### src/rtl/hard_mem_1rw_arb_d1024_w32_pkg.sv
// Shared types and default geometry for the two-port arbitrated 1RW SRAM wrapper.
package hard_mem_pkg;

  localparam int DEF_ADDR_WIDTH = 10;
  localparam int DEF_DATA_WIDTH = 32;
  localparam int DEF_NUM_WMASKS = DEF_DATA_WIDTH / 8;

  typedef enum logic {
    INIT = 1'b0,
    RUN  = 1'b1
  } state_e;

  typedef struct packed {
    logic                      v;
    logic                      w;
    logic [DEF_ADDR_WIDTH-1:0] addr;
    logic [DEF_DATA_WIDTH-1:0] data;
    logic [DEF_NUM_WMASKS-1:0] mask;
  } mem_req_t;

endpackage

### src/rtl/hard_mem_1rw_arb_d1024_w32_if.sv
// Request/response ports of both requesters plus the SRAM macro pins, bundled for the wrapper.
interface hard_mem_1rw_arb_d1024_w32_if
  import hard_mem_pkg::*;
#(
  parameter int ADDR_WIDTH = DEF_ADDR_WIDTH,
  parameter int DATA_WIDTH = DEF_DATA_WIDTH,
  parameter int NUM_WMASKS = DEF_NUM_WMASKS
) ();

  logic                  p0_v_i;
  logic                  p0_w_i;
  logic [ADDR_WIDTH-1:0] p0_addr_i;
  logic [DATA_WIDTH-1:0] p0_data_i;
  logic [NUM_WMASKS-1:0] p0_mask_i;
  logic                  p0_ready_o;
  logic                  p0_rv_o;
  logic [DATA_WIDTH-1:0] p0_rdata_o;

  logic                  p1_v_i;
  logic                  p1_w_i;
  logic [ADDR_WIDTH-1:0] p1_addr_i;
  logic [DATA_WIDTH-1:0] p1_data_i;
  logic [NUM_WMASKS-1:0] p1_mask_i;
  logic                  p1_ready_o;
  logic                  p1_rv_o;
  logic [DATA_WIDTH-1:0] p1_rdata_o;

  logic                  init_done_o;
  logic                  mem_csb_o;
  logic                  mem_web_o;
  logic [NUM_WMASKS-1:0] mem_wmask_o;
  logic [ADDR_WIDTH-1:0] mem_addr_o;
  logic [DATA_WIDTH-1:0] mem_din_o;
  logic [DATA_WIDTH-1:0] mem_dout_i;

  modport slave (
    input  p0_v_i, p0_w_i, p0_addr_i, p0_data_i, p0_mask_i,
    output p0_ready_o, p0_rv_o, p0_rdata_o,
    input  p1_v_i, p1_w_i, p1_addr_i, p1_data_i, p1_mask_i,
    output p1_ready_o, p1_rv_o, p1_rdata_o,
    output init_done_o,
    output mem_csb_o, mem_web_o, mem_wmask_o, mem_addr_o, mem_din_o,
    input  mem_dout_i
  );

  modport master (
    output p0_v_i, p0_w_i, p0_addr_i, p0_data_i, p0_mask_i,
    input  p0_ready_o, p0_rv_o, p0_rdata_o,
    output p1_v_i, p1_w_i, p1_addr_i, p1_data_i, p1_mask_i,
    input  p1_ready_o, p1_rv_o, p1_rdata_o,
    input  init_done_o,
    input  mem_csb_o, mem_web_o, mem_wmask_o, mem_addr_o, mem_din_o,
    output mem_dout_i
  );

endinterface

### src/rtl/hard_mem_1rw_arb_d1024_w32_rr_arb2.sv
// Two-input round-robin arbiter; the pointer records which port was served last.
module hard_mem_rr_arb2 (
  input  logic       clk,
  input  logic       rst_n,
  input  logic       en,
  input  logic [1:0] req,
  output logic [1:0] gnt
);

  // 1 = port 1 served last, so port 0 wins the first contested cycle after reset
  logic last_q;

  always_comb begin
    gnt = '0;
    if (en) begin
      unique case (req)
        2'b01:   gnt = 2'b01;
        2'b10:   gnt = 2'b10;
        2'b11:   gnt = last_q ? 2'b01 : 2'b10;
        default: gnt = '0;
      endcase
    end
  end

  always_ff @(posedge clk or negedge rst_n) begin
    if (!rst_n) begin
      last_q <= 1'b1;
    end else if (|gnt) begin
      last_q <= gnt[1];
    end
  end

endmodule

### src/rtl/hard_mem_1rw_arb_d1024_w32.sv
// Arbitrated two-port front end for a 1RW hard SRAM macro with power-on zero-fill.
// Build option HARD_MEM_ARB_RDATA_REG_EN adds a register stage on rv/rdata (2-cycle reads).
module hard_mem_1rw_arb_d1024_w32
  import hard_mem_pkg::*;
#(
  parameter int ADDR_WIDTH = DEF_ADDR_WIDTH,
  parameter int DATA_WIDTH = DEF_DATA_WIDTH,
  parameter int NUM_WMASKS = DEF_NUM_WMASKS
) (
  input logic                         clk_i,
  input logic                         reset_n_i,
  hard_mem_1rw_arb_d1024_w32_if.slave bus
);

  state_e                state_q, state_d;
  logic [ADDR_WIDTH-1:0] init_cnt_q;
  logic                  init_last;
  logic                  run;

  mem_req_t              req0, req1, req_g;
  logic [1:0]            req_v;
  logic [1:0]            gnt;
  logic                  accept;

  logic                  mem_csb;
  logic                  mem_web;
  logic [NUM_WMASKS-1:0] mem_wmask;
  logic [ADDR_WIDTH-1:0] mem_addr;
  logic [DATA_WIDTH-1:0] mem_din;

  logic [1:0]            rd_issue;
  logic [1:0]            rd_pend_q;
  logic [1:0]            rv;
  logic [DATA_WIDTH-1:0] rdata_q [2];
  logic [DATA_WIDTH-1:0] rdata   [2];

  assign req0 = mem_req_t'{v: bus.p0_v_i, w: bus.p0_w_i, addr: bus.p0_addr_i,
                           data: bus.p0_data_i, mask: bus.p0_mask_i};
  assign req1 = mem_req_t'{v: bus.p1_v_i, w: bus.p1_w_i, addr: bus.p1_addr_i,
                           data: bus.p1_data_i, mask: bus.p1_mask_i};

  assign run   = (state_q == RUN);
  assign req_v = {req1.v, req0.v};

  hard_mem_rr_arb2 u_arb (
    .clk   (clk_i),
    .rst_n (reset_n_i),
    .en    (run),
    .req   (req_v),
    .gnt   (gnt)
  );

  assign req_g  = gnt[1] ? req1 : req0;
  assign accept = (|gnt) & req_g.v;

  assign bus.p0_ready_o  = gnt[0];
  assign bus.p1_ready_o  = gnt[1];
  assign bus.init_done_o = run;

  assign init_last = &init_cnt_q;

  always_ff @(posedge clk_i or negedge reset_n_i) begin
    if (!reset_n_i) begin
      state_q <= INIT;
    end else begin
      state_q <= state_d;
    end
  end

  // saturates at the last address; only a reset brings the fill back to 0
  always_ff @(posedge clk_i or negedge reset_n_i) begin
    if (!reset_n_i) begin
      init_cnt_q <= '0;
    end else if (state_q == INIT && !init_last) begin
      init_cnt_q <= init_cnt_q + 1'b1;
    end
  end

  always_comb begin
    state_d   = state_q;
    mem_csb   = 1'b1;
    mem_web   = 1'b1;
    mem_wmask = '0;
    mem_addr  = '0;
    mem_din   = '0;
    unique case (state_q)
      INIT: begin
        mem_csb   = 1'b0;
        mem_web   = 1'b0;
        mem_wmask = '1;
        mem_addr  = init_cnt_q;
        if (init_last) state_d = RUN;
      end
      RUN: begin
        if (accept) begin
          mem_csb   = 1'b0;
          mem_web   = ~req_g.w;
          mem_wmask = req_g.mask;
          mem_addr  = req_g.addr;
          mem_din   = req_g.data;
        end
      end
      default: state_d = INIT;
    endcase
  end

  // INIT drives the macro combinationally, so keep it deselected while reset is held
  assign bus.mem_csb_o   = mem_csb | ~reset_n_i;
  assign bus.mem_web_o   = mem_web | ~reset_n_i;
  assign bus.mem_wmask_o = mem_wmask;
  assign bus.mem_addr_o  = mem_addr;
  assign bus.mem_din_o   = mem_din;

  assign rd_issue = gnt & ~{req1.w, req0.w};

  always_ff @(posedge clk_i or negedge reset_n_i) begin
    if (!reset_n_i) begin
      rd_pend_q <= '0;
    end else begin
      rd_pend_q <= rd_issue;
    end
  end

`ifdef HARD_MEM_ARB_RDATA_REG_EN
  logic [1:0] rv_q;

  always_ff @(posedge clk_i or negedge reset_n_i) begin
    if (!reset_n_i) begin
      rv_q <= '0;
      for (int unsigned i = 0; i < 2; i++) rdata_q[i] <= '0;
    end else begin
      rv_q <= rd_pend_q;
      for (int unsigned i = 0; i < 2; i++) begin
        if (rd_pend_q[i]) rdata_q[i] <= bus.mem_dout_i;
      end
    end
  end

  assign rv = rv_q;

  always_comb begin
    for (int unsigned i = 0; i < 2; i++) rdata[i] = rdata_q[i];
  end
`else
  assign rv = rd_pend_q;

  // macro output is forwarded during the pulse; the copy holds it afterwards
  always_ff @(posedge clk_i or negedge reset_n_i) begin
    if (!reset_n_i) begin
      for (int unsigned i = 0; i < 2; i++) rdata_q[i] <= '0;
    end else begin
      for (int unsigned i = 0; i < 2; i++) begin
        if (rv[i]) rdata_q[i] <= bus.mem_dout_i;
      end
    end
  end

  always_comb begin
    for (int unsigned i = 0; i < 2; i++) rdata[i] = rv[i] ? bus.mem_dout_i : rdata_q[i];
  end
`endif

  assign bus.p0_rv_o    = rv[0];
  assign bus.p1_rv_o    = rv[1];
  assign bus.p0_rdata_o = rdata[0];
  assign bus.p1_rdata_o = rdata[1];

endmodule

### src/flat_wrapper.sv
// flat-port wrapper written by rule: the top's interface ports become plain ports
module hard_mem_1rw_arb_d1024_w32_flat import hard_mem_pkg::*;
#(
  parameter int ADDR_WIDTH = DEF_ADDR_WIDTH,
  parameter int DATA_WIDTH = DEF_DATA_WIDTH,
  parameter int NUM_WMASKS = DEF_NUM_WMASKS
)
  (clk_i, reset_n_i, bus_p0_v_i, bus_p0_w_i, bus_p0_addr_i, bus_p0_data_i, bus_p0_mask_i, bus_p0_ready_o, bus_p0_rv_o, bus_p0_rdata_o, bus_p1_v_i, bus_p1_w_i, bus_p1_addr_i, bus_p1_data_i, bus_p1_mask_i, bus_p1_ready_o, bus_p1_rv_o, bus_p1_rdata_o, bus_init_done_o, bus_mem_csb_o, bus_mem_web_o, bus_mem_wmask_o, bus_mem_addr_o, bus_mem_din_o, bus_mem_dout_i);
  hard_mem_1rw_arb_d1024_w32_if #(.ADDR_WIDTH(ADDR_WIDTH), .DATA_WIDTH(DATA_WIDTH), .NUM_WMASKS(NUM_WMASKS)) bus_i ();
  input logic clk_i;
  input logic reset_n_i;
  input wire logic [$bits(bus_i.p0_v_i)-1:0] bus_p0_v_i;
  input wire logic [$bits(bus_i.p0_w_i)-1:0] bus_p0_w_i;
  input wire logic [$bits(bus_i.p0_addr_i)-1:0] bus_p0_addr_i;
  input wire logic [$bits(bus_i.p0_data_i)-1:0] bus_p0_data_i;
  input wire logic [$bits(bus_i.p0_mask_i)-1:0] bus_p0_mask_i;
  output wire logic [$bits(bus_i.p0_ready_o)-1:0] bus_p0_ready_o;
  output wire logic [$bits(bus_i.p0_rv_o)-1:0] bus_p0_rv_o;
  output wire logic [$bits(bus_i.p0_rdata_o)-1:0] bus_p0_rdata_o;
  input wire logic [$bits(bus_i.p1_v_i)-1:0] bus_p1_v_i;
  input wire logic [$bits(bus_i.p1_w_i)-1:0] bus_p1_w_i;
  input wire logic [$bits(bus_i.p1_addr_i)-1:0] bus_p1_addr_i;
  input wire logic [$bits(bus_i.p1_data_i)-1:0] bus_p1_data_i;
  input wire logic [$bits(bus_i.p1_mask_i)-1:0] bus_p1_mask_i;
  output wire logic [$bits(bus_i.p1_ready_o)-1:0] bus_p1_ready_o;
  output wire logic [$bits(bus_i.p1_rv_o)-1:0] bus_p1_rv_o;
  output wire logic [$bits(bus_i.p1_rdata_o)-1:0] bus_p1_rdata_o;
  output wire logic [$bits(bus_i.init_done_o)-1:0] bus_init_done_o;
  output wire logic [$bits(bus_i.mem_csb_o)-1:0] bus_mem_csb_o;
  output wire logic [$bits(bus_i.mem_web_o)-1:0] bus_mem_web_o;
  output wire logic [$bits(bus_i.mem_wmask_o)-1:0] bus_mem_wmask_o;
  output wire logic [$bits(bus_i.mem_addr_o)-1:0] bus_mem_addr_o;
  output wire logic [$bits(bus_i.mem_din_o)-1:0] bus_mem_din_o;
  input wire logic [$bits(bus_i.mem_dout_i)-1:0] bus_mem_dout_i;
  assign bus_i.p0_v_i = bus_p0_v_i;
  assign bus_i.p0_w_i = bus_p0_w_i;
  assign bus_i.p0_addr_i = bus_p0_addr_i;
  assign bus_i.p0_data_i = bus_p0_data_i;
  assign bus_i.p0_mask_i = bus_p0_mask_i;
  assign bus_p0_ready_o = bus_i.p0_ready_o;
  assign bus_p0_rv_o = bus_i.p0_rv_o;
  assign bus_p0_rdata_o = bus_i.p0_rdata_o;
  assign bus_i.p1_v_i = bus_p1_v_i;
  assign bus_i.p1_w_i = bus_p1_w_i;
  assign bus_i.p1_addr_i = bus_p1_addr_i;
  assign bus_i.p1_data_i = bus_p1_data_i;
  assign bus_i.p1_mask_i = bus_p1_mask_i;
  assign bus_p1_ready_o = bus_i.p1_ready_o;
  assign bus_p1_rv_o = bus_i.p1_rv_o;
  assign bus_p1_rdata_o = bus_i.p1_rdata_o;
  assign bus_init_done_o = bus_i.init_done_o;
  assign bus_mem_csb_o = bus_i.mem_csb_o;
  assign bus_mem_web_o = bus_i.mem_web_o;
  assign bus_mem_wmask_o = bus_i.mem_wmask_o;
  assign bus_mem_addr_o = bus_i.mem_addr_o;
  assign bus_mem_din_o = bus_i.mem_din_o;
  assign bus_i.mem_dout_i = bus_mem_dout_i;
  hard_mem_1rw_arb_d1024_w32 #(.ADDR_WIDTH(ADDR_WIDTH), .DATA_WIDTH(DATA_WIDTH), .NUM_WMASKS(NUM_WMASKS)) u_core (.clk_i(clk_i), .reset_n_i(reset_n_i), .bus(bus_i));
endmodule
### config.mk
export PLATFORM = sky130hd
export DESIGN_NAME = hard_mem_1rw_arb_d1024_w32_flat
export DESIGN_NICKNAME = d
export VERILOG_FILES = /design/src/rtl/hard_mem_1rw_arb_d1024_w32_pkg.sv /design/src/rtl/hard_mem_1rw_arb_d1024_w32_if.sv /design/src/rtl/hard_mem_1rw_arb_d1024_w32_rr_arb2.sv /design/src/rtl/hard_mem_1rw_arb_d1024_w32.sv /design/src/flat_wrapper.sv
export SDC_FILE = /design/constraint.sdc
export NUM_CORES = 1
export LEC_CHECK = 0
export BUFFER_PORTS_ARGS = -buffer_cell sky130_fd_sc_hd__clkbuf_2
export CAP_MARGIN = 5
export CORE_MARGIN = 2
export CORE_UTILIZATION = 47
export CTS_CLUSTER_DIAMETER = 100
export DETAILED_ROUTE_END_ITERATION = 12
export GPL_ROUTABILITY_DRIVEN = 1
export PLACE_DENSITY = 0.9
export SYNTH_ARGS = -nofsm -noshare
export SYNTH_HDL_FRONTEND = slang
export SYNTH_SLANG_ARGS = --single-unit
### constraint.sdc
create_clock -name clk_i -period 3.55 [get_ports clk_i]
set_clock_uncertainty 0.1 [all_clocks]
set_input_delay 0.71 -clock clk_i [delete_from_list [all_inputs] [get_ports clk_i]]
set_output_delay 0.71 -clock clk_i [all_outputs]
set_load 0.01 [all_outputs]
# Word-level counts from Yosys, hierarchy flattened

Cells that the tools add are included.

Bitwise logic cells: 8
Equal/unequal tests: 3
Reductions and logical operators: 4
Mux-type cells: 18
Add/sub/neg operators: 1

Operators with widths:

| operator                                                               | count |
|---|---|
| 32-bit two-way mux                                                     | 4 |
| 48-bit two-way mux                                                     | 1 |
| 10-bit one-hot mux with 2 select lines                                 | 1 |
| 10-bit by 1-bit adder with 10-bit output (second input constant)       | 1 |
| 10-bit two-way mux                                                     | 1 |
| 10-bit AND reduction                                                   | 1 |
| 4-bit one-hot mux with 2 select lines                                  | 1 |
| 2-bit one-hot mux with 3 select lines                                  | 1 |
| 2-bit equality test (second input constant)                            | 2 |
| 1-bit two-way mux                                                      | 4 |
| 2-bit two-way mux                                                      | 2 |
| 4-bit two-way mux                                                      | 1 |
| 1-bit one-hot mux with 2 select lines                                  | 2 |
| 1-bit NOT                                                              | 3 |
| 2-bit AND                                                              | 1 |
| 2-bit by 1-bit equality test with 1-bit output (second input constant) | 1 |
| 2-bit NOT                                                              | 1 |
| 1-bit OR                                                               | 2 |
| 2-bit OR reduction                                                     | 1 |
| 1-bit AND                                                              | 1 |
| 1-bit logical AND                                                      | 1 |
| 1-bit zero test                                                        | 1 |

Input bits: 130
Bits in registers: 78
Logic and storage cells: 40

# Depth between registers and ports, before layout

Gate-level depths: netlist (run 1).

Word-level depth: 8
Gate-level depth with buffers: 5

# Cells and area by module

A second synthesis (run 1) with hierarchy kept.

Cell total of the unflattened synthesis: 318
Area total of the unflattened synthesis: 3782.4 um^2

Modules (own cells, without submodules):

| module                     | cells each | area each (um^2) | times used |
|---|---|---|---|
| hard_mem_1rw_arb_d1024_w32 | 310        | 3719.8           | 1 |
| hard_mem_rr_arb2           | 8          | 62.6             | 1 |

# Worst setup path before layout (run 1)

No wires, ideal clock.

Path type: input port to output port
Start: input port bus_p1_v_i
End: output port bus_mem_web_o
Buffers on the path: 1
Stages on the path: 4
Setup slack: 1163 ps
Required time: 2740 ps
Arrival: 1577 ps
Cell sequence: a21boi_2 buf_6 mux2_2 a2bb2oi_1

Longest elaborated chain between the ends: 8
Elaborated cells on any way between the ends: 12
Classes of those cells: eq/ne: 3; mux: 5; bitwise: 3; reduce/logical: 1

RTL lines:

| what                                                                                  | RTL line                                                           | source |
|---|---|---|
| start, declared                                                                       | flat_wrapper.sv:20                                                 | `input wire logic [$bits(bus_i.p1_v_i)-1:0] bus_p1_v_i;` |
| 2-bit equality test or 2-bit by 1-bit equality test with 1-bit output (tied branches) | hard_mem_1rw_arb_d1024_w32_rr_arb2.sv:16                           | `unique case (req)` |
| 2-bit one-hot mux with 3 select lines                                                 | hard_mem_1rw_arb_d1024_w32_rr_arb2.sv:16                           |  |
| 2-bit two-way mux                                                                     | hard_mem_1rw_arb_d1024_w32_rr_arb2.sv:15                           | `if (en) begin` |
| 2-bit OR reduction or 48-bit two-way mux (tied branches)                              | hard_mem_1rw_arb_d1024_w32.sv:54, hard_mem_1rw_arb_d1024_w32.sv:53 |  |
| 1-bit AND or 1-bit NOT (tied branches)                                                | hard_mem_1rw_arb_d1024_w32.sv:54, hard_mem_1rw_arb_d1024_w32.sv:97 |  |
| 1-bit two-way mux *                                                                   | hard_mem_1rw_arb_d1024_w32.sv:95                                   | `if (accept) begin` |
| 1-bit one-hot mux with 2 select lines *                                               | hard_mem_1rw_arb_d1024_w32.sv:86                                   | `unique case (state_q)` |
| 1-bit OR *                                                                            | hard_mem_1rw_arb_d1024_w32.sv:109                                  | `assign bus.mem_web_o = mem_web \| ~reset_n_i;` |
| end, declared                                                                         | flat_wrapper.sv:30                                                 | `output wire logic [$bits(bus_i.mem_web_o)-1:0] bus_mem_web_o;` |

Mark *: on every way between the ends. The rest lies on a longest branch, timed or not.

# Worst setup path in the final report (run 1)

Start: input port bus_p1_v_i
End: output port bus_mem_addr_o[5]

Longest elaborated chain between the ends: 7
Elaborated cells on any way between the ends: 10
Classes of those cells: eq/ne: 3; mux: 5; bitwise: 1; reduce/logical: 1

RTL lines:

| what                                                                                  | RTL line                                                           | source |
|---|---|---|
| 2-bit equality test or 2-bit by 1-bit equality test with 1-bit output (tied branches) | hard_mem_1rw_arb_d1024_w32_rr_arb2.sv:16                           |  |
| 2-bit one-hot mux with 3 select lines                                                 | hard_mem_1rw_arb_d1024_w32_rr_arb2.sv:16                           |  |
| 2-bit two-way mux                                                                     | hard_mem_1rw_arb_d1024_w32_rr_arb2.sv:15                           |  |
| 2-bit OR reduction or 48-bit two-way mux (tied branches)                              | hard_mem_1rw_arb_d1024_w32.sv:54, hard_mem_1rw_arb_d1024_w32.sv:53 |  |
| 1-bit AND                                                                             | hard_mem_1rw_arb_d1024_w32.sv:54                                   | `assign accept = (\|gnt) & req_g.v;` |
| 10-bit two-way mux *                                                                  | hard_mem_1rw_arb_d1024_w32.sv:95                                   |  |
| 10-bit one-hot mux with 2 select lines *                                              | hard_mem_1rw_arb_d1024_w32.sv:86                                   |  |
| end, declared                                                                         | flat_wrapper.sv:32                                                 | `output wire logic [$bits(bus_i.mem_addr_o)-1:0] bus_mem_addr_o;` |

Marked as above.

==> metrics.csv, run 1 <==
stage,metric,value,unit
outcome,status,"complete, no violations",
route,ant_nets,0,
die,die_x,96.53,um
layout,area_growth,37.66,%
die,rows,33,
synth,seq_area_frac_synth,0.4854,
layout,diodes,0,
clock_network,cts_buffer_depth,2,
timing,setup_viol,0,
route,drt_wl_total,11390,um
flow_run,maxCapViolCount,0,
clock_network,clkSinkCount,78,
timing,slew_viol_final,0,
critical_path,critPathLaunchType,input port,
layout,nNetsFinal,726,
layout,fin_area,5539,um2
min_path,hold_path.class,input port to async pin,
placed_design,gp_congestion,0.9202,
synth,synth_top_area_cell,dfrtp_1,
power,ir_drop,0.1613,mV
critical_path,r2r_start,u_core.bus.init_done_o$_DFF_PN0_,
timing,maxSlewHeadroom,0.5586,
critical_path,cp-endpoint,bus_mem_addr_o[5],
critical_path,r2r-end,u_core.init_cnt_q[9]$_DFFE_PN0P_,
power,p_clk_frac,0.418,
die,start_util,0.4873,
global_routing,globalRouteOverflowTotal,0,
timing,final_hold_viol_count,0,
critical_path,r2r_cells,3,
timing,clock.fmax,320.7,MHz
placed_design,dp_hpwl,8919,um
clock_network,cts_buffers,9,
route,drc,0,
timing,tightest_slew,662.0,ps
clock_network,insertion_delay,340,ps
synth,synth_top_area_share,0.4789,
critical_path,r2r_slack,1760,ps
die,core,8258,um2
synth,yosys_register_bits,78,
timing,grt_setup_unrepaired,no,
die,fp.dieArea,9317,um2
power,combPwrFrac,0.085,
layout,final_common_cell,clkbuf_2,
die,die-height,96.53,um
route,drtPass1Iterations,4,
clock_network,cts_tree,built,
layout,drive_gt1_frac,0.5750,
global_routing,grt_pass1_vias,3489,
power,p_per_area,322.1,nW/um2
clock_network,h-tree-depth,3,
timing,setup_slack,431.7,ps
placed_design,numPortBuffers,246,
synth,syn_avg_cell_area,11.27,um2
clock_network,postCtsSetupBuffers,0,
timing,period_needed,3118,ps
synth,syn_inst,357,
global_routing,grt_pass1_wl,16620,um
timing,final.setup.tns,0,ps
critical_path,worstPathRequired,2740,ps
global_routing,antenna_found_initial,0,
synth,synth.distinct_cells,42,
power,p_total,1.784,mW
synth,syn_nets,488,
route,drt-wirelength-per-cell,16.16,um
power,pwr-share-seq,0.498,
synth,yosysWarnings,0,
critical_path,cp_max_fo,31,
power,p_sw_frac,0.2331,
synth,post_synth_instance_area,4024,um2
critical_path,startpoint,bus_p1_v_i,
clock_network,root_buffer,clkbuf_8,
power,power.leakage,3.159,nW
clock_network,holdBufCountCts,0,
placed_design,place_area,5310,um2
placed_design,pre_cts_slack,551.6,ps
layout,most-common-layout-cells,"clkbuf_2, dfrtp_1, mux2_2, inv_1, nor2_1",
clock_network,path_clk_slew,90,ps
power,p_switching,415.8,uW
route,first_iter_violations,126,
die,io_pins,247,
route,via_per_inst,5.220,
global_routing,grt.total_usage,0.2339,
clock_network,cts-resized-gates,0,
timing,period_share,0.8784,
critical_path,endpoint_kind,output port,
critical_path,critical_path_class,input port to output port,
synth,ys_top_cells_by_area,"dfrtp_1, mux2_2, a311oi_1",
global_routing,grt_max_degree,55,
critical_path,cp.arrival,2310,ps
power,intPower,1.368,mW
route,dr_total_vias,3680,
## critical path, stage by stage
cell      delay [ps]
clkbuf_2         140
a21boi_4         350
buf_4            400
mux2i_1          350
o22ai_1          160
clkbuf_2         180
## flip-flops by register name, summed over array words and instances (netlist names)
| signal | cells |
|---|---|
| u_core.rd_pend_q | 2 |
| u_core.bus.init_done_o | 1 |
| u_core.u_arb.last_q | 1 |
| u_core.rdata_q | 64 |
| u_core.init_cnt_q | 10 |
## stage by stage
stage	utilization	cells	hold WS, ps
3_5_place_dp	0.6430	689	375.8
4_1_cts	0.6708	705	163.9
5_1_grt	0.6708	705	163.3
6_report	0.6708	705	172.4
3_3_place_gp	0.6430	689	370.3
2_1_floorplan	-	357	314.4
## area by class of cell
| type | instances | area [um2] |
|---|---|---|
| inverters | 44 | 165.2 |
| fillers | 624 | 2719 |
| clock inverters | 7 | 105.1 |
| clock buffers | 9 | 123.9 |
| repair buffers | 256 | 1321 |
| multi-input cells | 206 | 1738 |
| flip-flops and latches | 78 | 1954 |
| well taps | 105 | 131.4 |
## cell families after synthesis
| family | count (synthesis) | share of synthesized area |
|---|---|---|
| AOI/OAI and AO/OA | 62 | 0.1219 |
| xor gates and xnor gates | 3 | 0.006531 |
| adders and majority gates | 1 | 0.003109 |
| buffers and inverters | 73 | 0.08738 |
| DFF | 78 | 0.4854 |
| muxes | 81 | 0.2233 |
| and+or+nand+nor | 59 | 0.07246 |
## how the worst min path moves through the flow
stage | cells past startpoint | endpoint
floorplan | 0 | u_core.bus.init_done_o$_DFF_PN0_
global placement | 1 | u_core.rdata_q[10]$_DFF_PN0_
detailed placement | 1 | u_core.rdata_q[9]$_DFF_PN0_
CTS | 1 | u_core.rdata_q[30]$_DFF_PN0_
global route | 1 | u_core.init_cnt_q[4]$_DFFE_PN0P_
finish | 1 | u_core.rdata_q[30]$_DFF_PN0_
## Yosys cell counts
master and instances:
a2111oi_0 1, a211oi_1 1, a21boi_0 1, a21boi_2 1
a21oi_1 4, a2bb2oi_1 1, a311oi_1 32, a31oi_1 1
a41oi_4 1, and2_1 1, and2_2 1, and3_2 1
and4_1 1, buf_1 2, buf_12 1, buf_2 13
buf_6 6, clkbuf_1 7, dfrtp_1 77, dfstp_2 1
ha_1 1, inv_1 44, mux2_1 3, mux2_2 63
mux2_4 1, mux2i_1 14, nand2_1 5, nand3_4 1
nand3b_1 2, nand4_1 1, nand4b_1 1, nor2_1 36
nor2b_1 3, nor3_1 2, nor4_1 3, nor4_2 1
o21a_1 1, o21ai_0 5, o21ai_1 2, o22ai_1 10
o31ai_1 1, xnor2_1 3
## layer usage
| metal | GRT usage | up-vias | wire length (um) |
|---|---|---|---|
| met1 | 0.2688 | 1731 | 4279 |
| met5 | 0 | - | 0 |
| li1 | - | 1735 | - |
| met4 | 0.08920 | 0 | 333 |
| met3 | 0.06284 | 30 | 957 |
| met2 | 0.4149 | 184 | 5820 |
## power by group through the flow
stage          clock network [mW]  logic (mW)  registers (mW)
2_1_floorplan                   0      0.0509           0.906
3_3_place_gp                    0       0.145           0.905
3_5_place_dp                    0       0.151           0.905
4_1_cts                     0.766       0.152           0.888
5_1_grt                     0.818       0.169           0.888
6_report                    0.745       0.151           0.888
Power figures use the tool's default switching activity.
==> inputs of run 2 (changes only) <==
--- a/constraint.sdc
+++ b/constraint.sdc
@@ -3,3 +3,3 @@
 set_input_delay 0.71 -clock clk_i [delete_from_list [all_inputs] [get_ports clk_i]]
 set_output_delay 0.71 -clock clk_i [all_outputs]
-set_load 0.01 [all_outputs]
+set_load 0.005 [all_outputs]
==> run 2 against run 1 <==
  * Worst hold slack worse by 23 ps
  * Largest power group unchanged
  * Final cell count decreased by 0.28%
  * Fmax increased by 3.3%
  * Sequential cell count did not move
  * Combinational power hardly changed
  * Sequential power about the same
  * Worst setup slack gained 100 ps
  * Cell area shrank 0.23%
  * Core utilization decreased by 0.15 points
  * Critical endpoint is now bus_mem_din_o[3]
  * Non-clock buffer count shrank 2
  * Critical path type unchanged
==> metrics.csv, run 2 (synthesis gave the netlist of run 1 again) <==
stage,metric,value,unit,change
critical_path,endpoint_kind,output port,,
power,p_total,1.788,mW,+0.21%
die,io_pins,247,,unchanged
clock_network,postCtsSetupBuffers,0,,unchanged
critical_path,worstPathRequired,2740,ps,about the same
route,drt_wl_total,11410,um,+0.15%
die,die-height,96.53,um,unchanged
timing,setup_viol,0,,unchanged
layout,largest_register_ffs,64,,unchanged
outcome,status,"complete, no violations",,
layout,most-common-layout-cells,"clkbuf_2, dfrtp_1, mux2_2, inv_1, nor2_1",,
layout,final_cells,703,,-0.28%
timing,maxSlewHeadroom,0.5307,,-0.02791
timing,period_needed,3018,ps,-100.8 ps
placed_design,pre_cts_slack,568.7,ps,+17.05 ps
timing,tightest_slew,703.9,ps,+41.86 ps
critical_path,cp_common_cell,clkbuf_2,,
clock_network,path_clk_slew,80,ps,about the same
timing,fin_hold_ws,149.0,ps,-23.38 ps
die,rows,33,,unchanged
route,dr_total_vias,3639,,-1.1%
flow_run,maxCapViolCount,0,,unchanged
global_routing,grt_pass1_wl,17040,um,+2.5%
power,power.leakage,3.151,nW,-0.24%
placed_design,dp_hpwl,9011,um,+1.0%
placed_design,numPortBuffers,246,,unchanged
global_routing,grt_max_degree,59,,+7.3%
critical_path,startpoint,bus_p1_v_i,,
layout,top_register,u_core.rdata_q,,
layout,drive_gt1_frac,0.5736,,-0.001421
critical_path,slowest_stage,buf_4,,
timing,final.setup.tns,0,ps,unchanged
critical_path,critical_path_class,input port to output port,,
power,p_clk_frac,0.420,,+0.002
global_routing,grt.total_usage,0.2366,,+0.002665
timing,period_share,0.8500,,-0.02839
layout,fillCellCount,635,,+1.8%
placed_design,gp_congestion,0.9335,,+1.4%
route,drtPass1Iterations,4,,unchanged
clock_network,cts_tree,built,,
global_routing,antenna_found_initial,0,,unchanged
die,start_util,0.4873,,unchanged
route,via_per_inst,5.176,,-0.83%
layout,area_growth,37.34,%,
layout,diodes,0,,unchanged
power,combPwrFrac,0.084,,about the same
power,p_per_area,323.5,nW/um2,+0.44%
clock_network,clkSinkCount,78,,unchanged
critical_path,critPathLaunchType,input port,,
critical_path,cp_max_fo,31,,unchanged
critical_path,r2r_start,u_core.bus.init_done_o$_DFF_PN0_,,
min_path,hold_path.class,input port to async pin,,
clock_network,holdBufCountCts,0,,unchanged
layout,reg_top3,"u_core.rdata_q (64), u_core.init_cnt_q (10), u_core.rd_pend_q (2)",,
die,core,8258,um2,unchanged
critical_path,critical_path.cell_chain,"clkbuf_2, a21boi_4, buf_4, nor2_1, a311oi_1, clkbuf_2",,
placed_design,place_inst,687,,-0.29%
timing,setup_slack,532.5,ps,+100.8 ps
clock_network,insertion_delay,340,ps,about the same
critical_path,critPathMaxStageDelay,410,ps,about the same
timing,final_hold_viol_count,0,,unchanged
layout,nNetsFinal,724,,-0.28%
timing,slew_viol_final,0,,unchanged
clock_network,cts_buffer_depth,2,,unchanged
route,drc,0,,unchanged
power,p_switching,406.5,uW,-2.3%
clock_network,cts_buffers,9,,unchanged
die,die_x,96.53,um,unchanged
power,pwr-share-seq,0.496,,-0.002
route,ant_nets,0,,unchanged
power,p_sw_frac,0.2274,,-0.005739
clock_network,root_buffer,clkbuf_8,,
power,intPower,1.381,mW,+0.96%
critical_path,r2r_slack,1810,ps,+50 ps
timing,clock.fmax,331.4,MHz,+3.3%
layout,multi_input_area,1738,um2,unchanged
timing,grt_setup_unrepaired,no,,
power,ir_drop,0.1945,mV,+21%
die,fp.dieArea,9317,um2,unchanged
layout,final_common_cell,clkbuf_2,,
route,drt-wirelength-per-cell,16.23,um,+0.43%
layout,seqCellArea,1954,um2,unchanged
critical_path,cp.arrival,2210,ps,-100 ps
clock_network,h-tree-depth,3,,unchanged
global_routing,globalRouteOverflowTotal,0,,unchanged
route,first_iter_violations,113,,-10%
clock_network,cts-resized-gates,0,,unchanged
global_routing,grt_pass1_vias,3680,,+5.5%
==> run 2: path summary, 6_finish.rpt <==
check                           cells after the start                                to
worst max-delay path                                6                  bus_mem_din_o[3]
worst min-delay path                                1  u_core.init_cnt_q[7]$_DFFE_PN0P_
worst max register to register                      3  u_core.init_cnt_q[9]$_DFFE_PN0P_
worst min register to register                      1      u_core.rdata_q[10]$_DFF_PN0_
max in group asynchronous                           2      u_core.rdata_q[62]$_DFF_PN0_
min in group clk_i                                  1      u_core.rdata_q[10]$_DFF_PN0_
==> run 2: final cells by class <==
class	count	area share
flip-flops and latches	78	0.3536
multi-input cells	206	0.3145
repair buffers	254	0.2364
inverters	44	0.02988
clock buffers	10	0.02490
well taps	105	0.02377
clock inverters	6	0.01698
==> run 2: metrics by stage <==
| stage | cell area, um2 | utilization |
|---|---|---|
| floorplan | 4024 | - |
| global placement | 5295 | 0.6412 |
| detailed placement | 5295 | 0.6412 |
| CTS | 5527 | 0.6692 |
| global route | 5527 | 0.6692 |
| finish | 5527 | 0.6692 |
==> run 2: per-layer routing <==
layer / global-route usage / vias up / share of wire
met4: 0.1080 / 0 / 0.027
li1: - / 1732 / -
met2: 0.4242 / 174 / 0.52
met1: 0.2666 / 1708 / 0.38
met3: 0.05431 / 25 / 0.076
met5: 0 / - / 0
==> run 2: worst max-delay path: cells and delay by family <==
kind | cells | cell delay [ps]
AND/OR/NAND/NOR | 1 | 90
AO/OA/AOI/OAI | 2 | 670
buffers and inverters | 3 | 730
==> run 2: power by group through the flow <==
stage	clock network, mW	logic [mW]	registers [mW]
after floorplan	0	0.0504	0.906
after global placement	0	0.144	0.905
after detailed placement	0	0.150	0.905
after CTS	0.767	0.151	0.888
final	0.750	0.150	0.888
after global routing	0.813	0.168	0.888
==> inputs of run 3 (changes only) <==
Settings changed: CORE_UTILIZATION 47 to 43, PLACE_DENSITY 0.9 to 0.84.
Clock period 3.55 ns to 2.8 ns, I/O delays scaled along.
==> run 3 against run 2 <==
  * Clock-buffer cell count unchanged
  * Core utilization down 6.1 points
  * Routed wire length about the same
  * Power up 25%
  * First-iteration DRC count up 47%
  * Largest cell class unchanged
  * Highest routed layer unchanged
==> metrics.csv, run 3 (synthesis gave the netlist of run 1 again) <==
stage,metric,value,unit,change
outcome,status,"complete, no violations",,
global_routing,grt.total_usage,0.2201,,-0.01654
die,start_util,0.4396,,-0.04763
route,drt-wirelength-per-cell,16.05,um,-1.1%
critical_path,path_depth,4,,-2
min_path,hold_depth,2,,
critical_path,worstPathRequired,2140,ps,-600 ps
clock_network,insertion_delay,330,ps,about the same
layout,most-common-layout-cells,"clkbuf_2, dfrtp_1, mux2_2, inv_1, nor2_1",,
power,p_clk_frac,0.411,,-0.009
global_routing,antenna_found_initial,0,,unchanged
clock_network,h-tree-depth,3,,unchanged
global_routing,grt_pass1_wl,17600,um,+3.3%
critical_path,critPathMaxStageDelay,620,ps,+210 ps
route,drtPass1Iterations,5,,+1
die,io_pins,247,,unchanged
die,rows,35,,+6.1%
timing,period_needed,2543,ps,
timing,maxSlewHeadroom,0.5070,,-0.02371
power,ir_drop,0.2612,mV,+34%
power,p_sw_frac,0.2277,,+0.0003891
min_path,holdCritStartpoint,bus_p0_w_i,,
global_routing,grt_max_degree,61,,+3.4%
clock_network,postCtsSetupBuffers,0,,unchanged
layout,area_growth,38.31,%,
global_routing,globalRouteOverflowTotal,0,,unchanged
layout,reg_top3,"u_core.rdata_q (64), u_core.init_cnt_q (10), u_core.rd_pend_q (2)",,
critical_path,endpoint_kind,output port,,
route,dr_total_vias,3651,,+0.33%
clock_network,cts_buffers,9,,unchanged
critical_path,r2r_slack,1000,ps,-810 ps
layout,nNetsFinal,726,,+0.28%
critical_path,r2r_cells,3,,unchanged
placed_design,pre_cts_slack,296.1,ps,-272.5 ps
timing,setup_slack,257.4,ps,-275.1 ps
power,power.leakage,3.163,nW,+0.38%
layout,fillCellCount,741,,+17%
timing,final_hold_viol_count,0,,unchanged
critical_path,critical_path_class,register to output port,,
layout,largest_register_ffs,64,,unchanged
critical_path,startpoint,u_core.bus.init_done_o$_DFF_PN0_,,
critical_path,critical_path.cell_chain,"o21ai_4, buf_12, a311oi_1, clkbuf_2",,
route,drt_wl_total,11410,um,about the same
timing,clock.fmax,393.3,MHz,
timing,period_share,0.9081,,
critical_path,cp_max_fo,39,,+26%
route,ant_nets,0,,unchanged
route,first_iter_violations,166,,+47%
timing,tightest_slew,739.5,ps,+35.56 ps
clock_network,cts_buffer_depth,2,,unchanged
route,via_per_inst,5.135,,-0.80%
power,p_total,2.240,mW,+25%
critical_path,cp.arrival,1880,ps,-330 ps
critical_path,path_buf_inv,2,,-1
placed_design,gp_congestion,0.8957,,-4.0%
die,fp.dieArea,10150,um2,+8.9%
timing,final.setup.tns,0,ps,unchanged
layout,final_common_cell,clkbuf_2,,
power,intPower,1.730,mW,+25%
placed_design,dp_hpwl,8852,um,-1.8%
critical_path,critPathLaunchType,register,,
critical_path,r2r_start,u_core.bus.init_done_o$_DFF_PN0_,,
critical_path,slowest_stage,dfrtp_2,,
die,die_x,100.7,um,+4.4%
timing,slew_viol_final,0,,unchanged
power,pwr-share-seq,0.503,,+0.007
die,die-height,100.7,um,+4.4%
clock_network,cts_tree,built,,
clock_network,path_clk_slew,80,ps,about the same
timing,fin_hold_ws,300.0,ps,+151.0 ps
route,drc,0,,unchanged
min_path,hold_path.class,input port to register,,
power,combPwrFrac,0.087,,+0.003
clock_network,clkSinkCount,78,,unchanged
timing,grt_setup_unrepaired,no,,
layout,top_register,u_core.rdata_q,,
power,p_per_area,402.5,nW/um2,+24%
die,core,9153,um2,+11%
global_routing,grt_pass1_vias,3719,,+1.1%
timing,setup_viol,0,,unchanged
critical_path,crit_family,flip-flops,,
placed_design,numPortBuffers,246,,unchanged
clock_network,root_buffer,clkbuf_8,,
layout,drive_gt1_frac,0.5717,,-0.001912
flow_run,maxCapViolCount,0,,unchanged
layout,diodes,0,,unchanged
power,p_switching,510.1,uW,+26%
-- run 3: power by group through the flow --
stage / clock [mW] / sequential, mW / combinational, mW
final: 0.920 / 1.13 / 0.195
after global routing: 1.00 / 1.13 / 0.217
after CTS: 0.947 / 1.13 / 0.197
after detailed placement: 0 / 1.15 / 0.194
after global placement: 0 / 1.15 / 0.187
after floorplan: 0 / 1.15 / 0.0640
-- run 3: metrics by stage --
step	instances	util	area, um2
after floorplan	357	-	4024
after global placement	694	0.5829	5335
after detailed placement	694	0.5829	5335
after CTS	711	0.6081	5565
after global routing	711	0.6081	5565
final	711	0.6081	5565
-- run 3: final cells by class --
class | count | area [um2] | share of cell area
Clock inverter | 6 | 92.59 | 0.01664
Timing Repair Buffer | 256 | 1349 | 0.2424
Clock buffer | 10 | 127.6 | 0.02293
Tap cell | 111 | 138.9 | 0.02495
Multi-Input combinational cell | 206 | 1738 | 0.3123
Inverter | 44 | 165.2 | 0.02968
Sequential cell | 78 | 1954 | 0.3512
-- run 3: path summary, 6_finish.rpt --
| path | to |
|---|---|
| min reg2reg | u_core.rdata_q[10]$_DFF_PN0_ |
| max | bus_mem_din_o[7] |
| min | u_core.rd_pend_q[0]$_DFF_PN0_ |
| max reg2reg | u_core.init_cnt_q[9]$_DFFE_PN0P_ |
| min in group asynchronous | u_core.init_cnt_q[7]$_DFFE_PN0P_ |
| max in group asynchronous | u_core.rdata_q[51]$_DFF_PN0_ |
-- run 3: layer usage --
| metal | GRT usage | vias to the layer above | wire [um] |
|---|---|---|---|
| li1 | - | 1734 | - |
| met1 | 0.2540 | 1741 | 4476 |
| met2 | 0.3979 | 156 | 5949 |
| met3 | 0.04646 | 20 | 749 |
| met4 | 0.08325 | 0 | 235 |
| met5 | 0 | - | 0 |
-- run 3: repair_timing --
item,in CTS,in global routing
gates resized for setup,0,0
hold endpoints to repair,11,0
hold buffers,1,0
